## config.mk

```make
export PLATFORM = sky130hd
export DESIGN_NAME = dlsc_pcie_cpl_tracker
export DESIGN_NICKNAME = d
export VERILOG_FILES = /design/src/rtl/dlsc_pcie_pkg.sv /design/src/rtl/dlsc_prio_enc.sv /design/src/rtl/dlsc_pcie_cpl_tracker.sv
export SDC_FILE = /design/constraint.sdc
export NUM_CORES = 1
export LEC_CHECK = 0
export BUFFER_PORTS_ARGS = -buffer_cell sky130_fd_sc_hd__buf_2
export CAP_MARGIN = 25
export CELL_PAD_IN_SITES_DETAIL_PLACEMENT = 1
export CELL_PAD_IN_SITES_GLOBAL_PLACEMENT = 2
export CORE_ASPECT_RATIO = 2
export CORE_UTILIZATION = 38
export CTS_CLUSTER_DIAMETER = 60
export CTS_CLUSTER_SIZE = 8
export DETAILED_ROUTE_END_ITERATION = 16
export MAX_ROUTING_LAYER = met4
export PLACE_DENSITY = 0.8
export RECOVER_POWER = 100
export SLEW_MARGIN = 5
export SYNTH_ARGS = -nofsm -noshare
export SYNTH_HDL_FRONTEND = slang
export SYNTH_HIERARCHICAL = 1
export SYNTH_SLANG_ARGS = --single-unit
```

## constraint.sdc

```tcl
create_clock -name clk_i -period 13.14 [get_ports clk_i]
set_input_delay 3.942 -clock clk_i [delete_from_list [all_inputs] [get_ports clk_i]]
set_output_delay 3.942 -clock clk_i [all_outputs]
set_load 0.01 [all_outputs]
```

## src/rtl/dlsc_pcie_pkg.sv

```systemverilog
// Shared types for the PCIe completion tracker: per-tag lifecycle states and error kinds.
package dlsc_pcie_pkg;

    typedef enum logic [1:0] {
        TAG_FREE      = 2'd0,
        TAG_BUSY      = 2'd1,
        TAG_EXPIRED   = 2'd2,
        TAG_REPORTING = 2'd3
    } tag_state_e;

    localparam logic ERR_KIND_TIMEOUT    = 1'b0;
    localparam logic ERR_KIND_UNEXPECTED = 1'b1;

endpackage

```

## src/rtl/dlsc_prio_enc.sv

```systemverilog
// Lowest-set-bit priority encoder: returns the index of the lowest set bit and whether any bit is set.
module dlsc_prio_enc #(
    parameter int WIDTH    = 32,
    parameter int IDX_BITS = 5
) (
    input  logic [WIDTH-1:0]    vec_i,
    output logic [IDX_BITS-1:0] idx_o,
    output logic                found_o
);

    // Scan from the top down so the lowest set bit is the last one written.
    always_comb begin
        idx_o   = {IDX_BITS{1'b0}};
        found_o = 1'b0;
        for (int i = WIDTH - 1; i >= 0; i--) begin
            idx_o   = vec_i[i] ? IDX_BITS'(i) : idx_o;
            found_o = found_o | vec_i[i];
        end
    end

endmodule

```

## src/rtl/dlsc_pcie_cpl_tracker.sv

```systemverilog
// Non-posted request tracker: allocates tags, ages them on a prescaled tick and reports
// completion timeouts and unexpected completions through a single handshaked error slot.
module dlsc_pcie_cpl_tracker
    import dlsc_pcie_pkg::*;
#(
    parameter int TAG_BITS      = 5,
    parameter int PRESCALE      = 64,
    parameter int TIMEOUT_TICKS = 78,
    parameter int AGE_BITS      = 7
) (
    input  logic                clk_i,
    input  logic                rst_i,
    output logic                alloc_ready_o,
    input  logic                alloc_valid_i,
    output logic [TAG_BITS-1:0] alloc_tag_o,
    input  logic                cpl_valid_i,
    input  logic [TAG_BITS-1:0] cpl_tag_i,
    input  logic                cpl_last_i,
    output logic                err_valid_o,
    input  logic                err_ready_i,
    output logic [TAG_BITS-1:0] err_tag_o,
    output logic                err_unexpected_o,
    output logic                err_overflow_o,
    output logic [TAG_BITS:0]   outstanding_o
);

    localparam int TAGS       = 1 << TAG_BITS;
    localparam int PRESC_BITS = (PRESCALE > 1) ? $clog2(PRESCALE) : 1;

    tag_state_e                state_q [TAGS];
    tag_state_e                state_d [TAGS];
    logic [AGE_BITS-1:0]       age_q   [TAGS];
    logic [AGE_BITS-1:0]       age_d   [TAGS];
    logic [PRESC_BITS-1:0]     presc_q, presc_d;
    logic                      err_valid_q, err_valid_d;
    logic [TAG_BITS-1:0]       err_tag_q, err_tag_d;
    logic                      err_unexp_q, err_unexp_d;
    logic                      err_ovf_q, err_ovf_d;
    logic [TAG_BITS:0]         outstanding_q, outstanding_d;

    logic [TAGS-1:0]           free_vec;
    logic [TAGS-1:0]           exp_vec;
    logic [TAG_BITS-1:0]       exp_idx;
    logic                      exp_found;
    logic                      tick;
    logic                      alloc_fire;
    logic                      unexp;
    logic                      slot_open;
    logic                      load_exp;
    logic                      timeout_done;
    logic                      hit;
    logic [TAG_BITS:0]         free_cnt;

    dlsc_prio_enc #(.WIDTH(TAGS), .IDX_BITS(TAG_BITS)) u_free_enc (
        .vec_i   (free_vec),
        .idx_o   (alloc_tag_o),
        .found_o (alloc_ready_o)
    );

    dlsc_prio_enc #(.WIDTH(TAGS), .IDX_BITS(TAG_BITS)) u_exp_enc (
        .vec_i   (exp_vec),
        .idx_o   (exp_idx),
        .found_o (exp_found)
    );

    // Decode registered state into encoder inputs and per-cycle events.
    always_comb begin
        tick       = (presc_q == PRESC_BITS'(PRESCALE - 1));
        alloc_fire = alloc_valid_i && alloc_ready_o;
        unexp      = cpl_valid_i && (state_q[cpl_tag_i] == TAG_FREE);
        slot_open  = !err_valid_q || err_ready_i;
        timeout_done = err_valid_q && err_ready_i && !err_unexp_q;
        for (int t = 0; t < TAGS; t++) begin
            free_vec[t] = (state_q[t] == TAG_FREE);
            // A completion arriving this cycle cancels the tag's expiry, so it must not be reported.
            exp_vec[t]  = (state_q[t] == TAG_EXPIRED) && !(cpl_valid_i && (cpl_tag_i == TAG_BITS'(t)));
        end
    end

    // Error slot: unexpected completions take priority over the lowest expired tag.
    always_comb begin
        err_valid_d = err_valid_q;
        err_tag_d   = err_tag_q;
        err_unexp_d = err_unexp_q;
        err_ovf_d   = err_ovf_q;
        load_exp    = 1'b0;
        if (slot_open) begin
            if (unexp) begin
                err_valid_d = 1'b1;
                err_tag_d   = cpl_tag_i;
                err_unexp_d = ERR_KIND_UNEXPECTED;
            end else if (exp_found) begin
                err_valid_d = 1'b1;
                err_tag_d   = exp_idx;
                err_unexp_d = ERR_KIND_TIMEOUT;
                load_exp    = 1'b1;
            end else begin
                err_valid_d = 1'b0;
            end
        end else begin
            err_ovf_d = err_ovf_q | unexp;
        end
    end

    // Per-tag lifecycle and age counters.
    always_comb begin
        hit = 1'b0;
        for (int t = 0; t < TAGS; t++) begin
            state_d[t] = state_q[t];
            age_d[t]   = age_q[t];
            hit        = cpl_valid_i && (cpl_tag_i == TAG_BITS'(t));
            case (state_q[t])
                TAG_FREE: begin
                    if (alloc_fire && (alloc_tag_o == TAG_BITS'(t))) begin
                        state_d[t] = TAG_BUSY;
                        age_d[t]   = {AGE_BITS{1'b0}};
                    end else begin
                        state_d[t] = TAG_FREE;
                    end
                end
                TAG_BUSY: begin
                    if (hit) begin
                        state_d[t] = cpl_last_i ? TAG_FREE : TAG_BUSY;
                        age_d[t]   = {AGE_BITS{1'b0}};
                    end else if (tick && (age_q[t] < AGE_BITS'(TIMEOUT_TICKS))) begin
                        age_d[t]   = age_q[t] + AGE_BITS'(1);
                        state_d[t] = (age_q[t] + AGE_BITS'(1) == AGE_BITS'(TIMEOUT_TICKS)) ? TAG_EXPIRED : TAG_BUSY;
                    end else begin
                        state_d[t] = TAG_BUSY;
                    end
                end
                TAG_EXPIRED: begin
                    if (hit) begin
                        state_d[t] = cpl_last_i ? TAG_FREE : TAG_BUSY;
                        age_d[t]   = {AGE_BITS{1'b0}};
                    end else if (load_exp && (exp_idx == TAG_BITS'(t))) begin
                        state_d[t] = TAG_REPORTING;
                    end else begin
                        state_d[t] = TAG_EXPIRED;
                    end
                end
                TAG_REPORTING: begin
                    if (timeout_done && (err_tag_q == TAG_BITS'(t))) begin
                        state_d[t] = TAG_FREE;
                        age_d[t]   = {AGE_BITS{1'b0}};
                    end else begin
                        state_d[t] = TAG_REPORTING;
                    end
                end
                default: begin
                    state_d[t] = TAG_FREE;
                    age_d[t]   = {AGE_BITS{1'b0}};
                end
            endcase
        end
    end

    // Prescaler wrap and the next-cycle outstanding count.
    always_comb begin
        presc_d  = tick ? {PRESC_BITS{1'b0}} : presc_q + PRESC_BITS'(1);
        free_cnt = {(TAG_BITS + 1){1'b0}};
        for (int t = 0; t < TAGS; t++) begin
            free_cnt = free_cnt + ((state_d[t] == TAG_FREE) ? (TAG_BITS + 1)'(1) : (TAG_BITS + 1)'(0));
        end
        outstanding_d = (TAG_BITS + 1)'(TAGS) - free_cnt;
    end

    // State registers with synchronous reset.
    always_ff @(posedge clk_i) begin
        if (rst_i) begin
            for (int t = 0; t < TAGS; t++) begin
                state_q[t] <= TAG_FREE;
                age_q[t]   <= {AGE_BITS{1'b0}};
            end
            presc_q       <= {PRESC_BITS{1'b0}};
            err_valid_q   <= 1'b0;
            err_tag_q     <= {TAG_BITS{1'b0}};
            err_unexp_q   <= 1'b0;
            err_ovf_q     <= 1'b0;
            outstanding_q <= {(TAG_BITS + 1){1'b0}};
        end else begin
            for (int t = 0; t < TAGS; t++) begin
                state_q[t] <= state_d[t];
                age_q[t]   <= age_d[t];
            end
            presc_q       <= presc_d;
            err_valid_q   <= err_valid_d;
            err_tag_q     <= err_tag_d;
            err_unexp_q   <= err_unexp_d;
            err_ovf_q     <= err_ovf_d;
            outstanding_q <= outstanding_d;
        end
    end

    assign err_valid_o      = err_valid_q;
    assign err_tag_o        = err_tag_q;
    assign err_unexpected_o = err_unexp_q;
    assign err_overflow_o   = err_ovf_q;
    assign outstanding_o    = outstanding_q;

endmodule
```

==> flow_summary.ini <==
[power_and_ir_drop]
p_total_uw = 2230
vdd_ir_drop_max_v = 0.0000997
p_leak_uw = 0.00881
powerDensity_nw_per_um2 = 91.9

[place]
finalWeightedCongestion = 1.04
place_hpwl_um = 66100
place_area_um2 = 23200
io_buffers = 30
pre_cts_ws_ns = 0.693

[critical_path]
worstPathRequired_ns = 13.56
cp.arrival_ns = 12.59
crit_type = in -> reg
critPathMaxFanout = 15
max_stage_delay_ns = 0.62
worstSetupEndpointType = register
crit_top_cell = fa_1
startpoint_type = input pin
cp_slowest_cell = or4_4

[run_status]
violations = max-capacitance violations, max-slew violations
status = complete, but fails checks

[timing]
period_needed_ns = 12.17
fmax_mhz = 82.2
setup_viol = 0
slew_violations = 188
totalNegativeSetupSlack_ns = 0
slew_headroom = -4.96
fin_crit_sh = 0.926
tightest_slew_ns = 8.95
grt_setup_unrepaired = no
fin_ws_ns = 0.970
fin_worst_skew_ns = 0.0269
hold_viol = 0

[run]
cap_violations = 2

[drt]
drt_first_pass_iters = 5
vias = 23000
drt_wl_total_um = 87000
drtAntennaViolNets = 0
viasPerCell = 6.05
drc = 0
drt_first_iter_violations = 1095
wl_per_cell_um = 22.9

[die]
dieArea_um2 = 59800
io_pins = 31
die_x_um = 173
std_cell_rows = 125
die_height_um = 345
start_util = 0.385
core_area_um2 = 58000

[cts]
cts_buffer_depth = 3
tritoncts = done
clock_sinks = 308
cts_resized = 0
ctsHoldBuffers = 0
clk-insertion-delay-late_ns = 0.58
cts.clk_slew.worst_paths_ns = 0.05
h-tree-depth = 2
cts_made_buffers = 45
cts_setup_buffers = 0
root_buffer = clkbuf_16

[synth]
syn_nets = 3192
yosys_warnings = 6
synth_top_area_cell = dfxtp_1
synth_edf_count = 0
ys_seq_elements = 308
synth_cells = 3054
synthTopCellsByArea = dfxtp_1 (28%), a21oi_1 (7.6%), nor2_1 (7.5%)
ys_seq_area_frac = 0.276
async_flop_share = 0
ys_types = 87
synth_area_um2 = 22300
ys_top_cells_by_count = nor2_1 (448), a21oi_1 (338), dfxtp_1 (308)
synth_top_area_frac = 0.276
yosysMostFrequentCell = nor2_1
ys.flop_type = dfxtp_1
synth_area_per_cell_um2 = 7.31

[global_routing]
gr-total-overflow = 0
grt_max_degree = 180
grt_pass1_vias = 23600
grt_pass1_wl_um = 135000
grt_usage = 0.296
antenna_found_initial = 5

[final_layout]
design_area_um2 = 24300
area_growth_pct = 8.84
utilization = 0.419
drive_above_1_share = 0.0475
final_nets = 3164

[min_path]
min_path_type = reg -> reg
-- cells in the final DEF, fill, tap and decap left out, types with 29 or more instances in the layout --
master,Yosys,routed
a211oi_1,33,33
a21oi_1,338,338
a311o_1,29,29
a31oi_1,32,31
and3_1,83,83
buf_4,3,30
clkbuf_1,125,35
clkbuf_16,0,45
dfxtp_1,308,308
ha_1,103,103
inv_1,118,118
nand2_1,232,232
nand2b_1,36,36
nand3_1,96,96
nand3b_1,87,87
nor2_1,448,448
nor2b_1,49,49
nor3_1,130,130
nor3b_1,36,36
nor4_1,29,31
o21ai_0,200,205
o31ai_1,35,35
or3_1,31,31
xnor2_1,48,48
xor2_1,68,68
-- per-layer routing --
metal / vias to the layer above / wire length [µm] / part of all wire / GRT usage
li1: 10800 / - / - / -
met3: 291 / 2980 / 0.034 / 0.0413
met5: - / 0 / 0 / -
met2: 505 / 44600 / 0.51 / 0.532
met1: 11300 / 33200 / 0.38 / 0.300
met4: 0 / 6280 / 0.072 / 0.192
-- stage by stage --
| step | hold slack, ns | std cells |
|---|---|---|
| floorplan | 0.433 | 3054 |
| global placement | 0.447 | 3736 |
| detailed placement | 0.456 | 3739 |
| CTS | 0.470 | 3790 |
| global route | 0.503 | 3797 |
| finish | 0.467 | 3797 |
-- area by class of cell --
cell class	count	area (µm²)
Antenna cell	5	12.5
Clock buffer	50	1170
Clock inverter	1	30.0
Fill cell	7245	33700
Inverter	119	447
Multi-Input combinational cell	2473	15100
Sequential cell	308	6170
Tap cell	762	953
Timing Repair Buffer	79	439
-- registers in the layout (all words and copies together) (netlist names) --
signal            count
state_q              64
age_q               224
err_unexpected_o      1
err_valid_o           1
err_tag_o             5
outstanding_o         6
err_overflow_o        1
presc_q               6
-- kinds of logic after synthesis --
logic type               count (synthesis)  share of synthesized area
buffers and inverters                  273                     0.0482
flip-flops                             308                      0.276
adder cells (fa/ha/maj)                127                     0.0792
AND/OR/NAND/NOR                       1371                      0.312
multiplexers                            26                     0.0141
XOR/XNOR                               116                     0.0455
AO/OA/AOI/OAI                          833                      0.225
-- critical path: cells and delay by family --
kind / cells / cell delay (ns)
buffers and inverters: 4 / 0.70
AOI/OAI and AO/OA: 4 / 0.84
xor gates and xnor gates: 1 / 0.14
adders and majority gates: 10 / 3.92
and+or+nand+nor: 10 / 3.03
-- report_power, final --
| group | switching (µW) | total, µW | internal (µW) | leakage, µW |
|---|---|---|---|---|
| Sequential | 12.9 | 959 | 946 | 0.00248 |
| Combinational | 142 | 194 | 51.9 | 0.00573 |
| Clock | 443 | 1080 | 637 | 0.000593 |
-- path summary, 6_finish.rpt --
path	from	cells after the start	slack (ns)	endpoint
hold / removal	err_overflow_o	2	0.47	err_overflow_o
setup reg to reg	state_q[31][0]	27	3.91	outstanding_o[4]
setup / recovery	cpl_tag_i[2]	29	0.97	outstanding_o[4]
hold reg to reg	err_overflow_o	2	0.47	err_overflow_o
(Power assumes the default switching activity.)
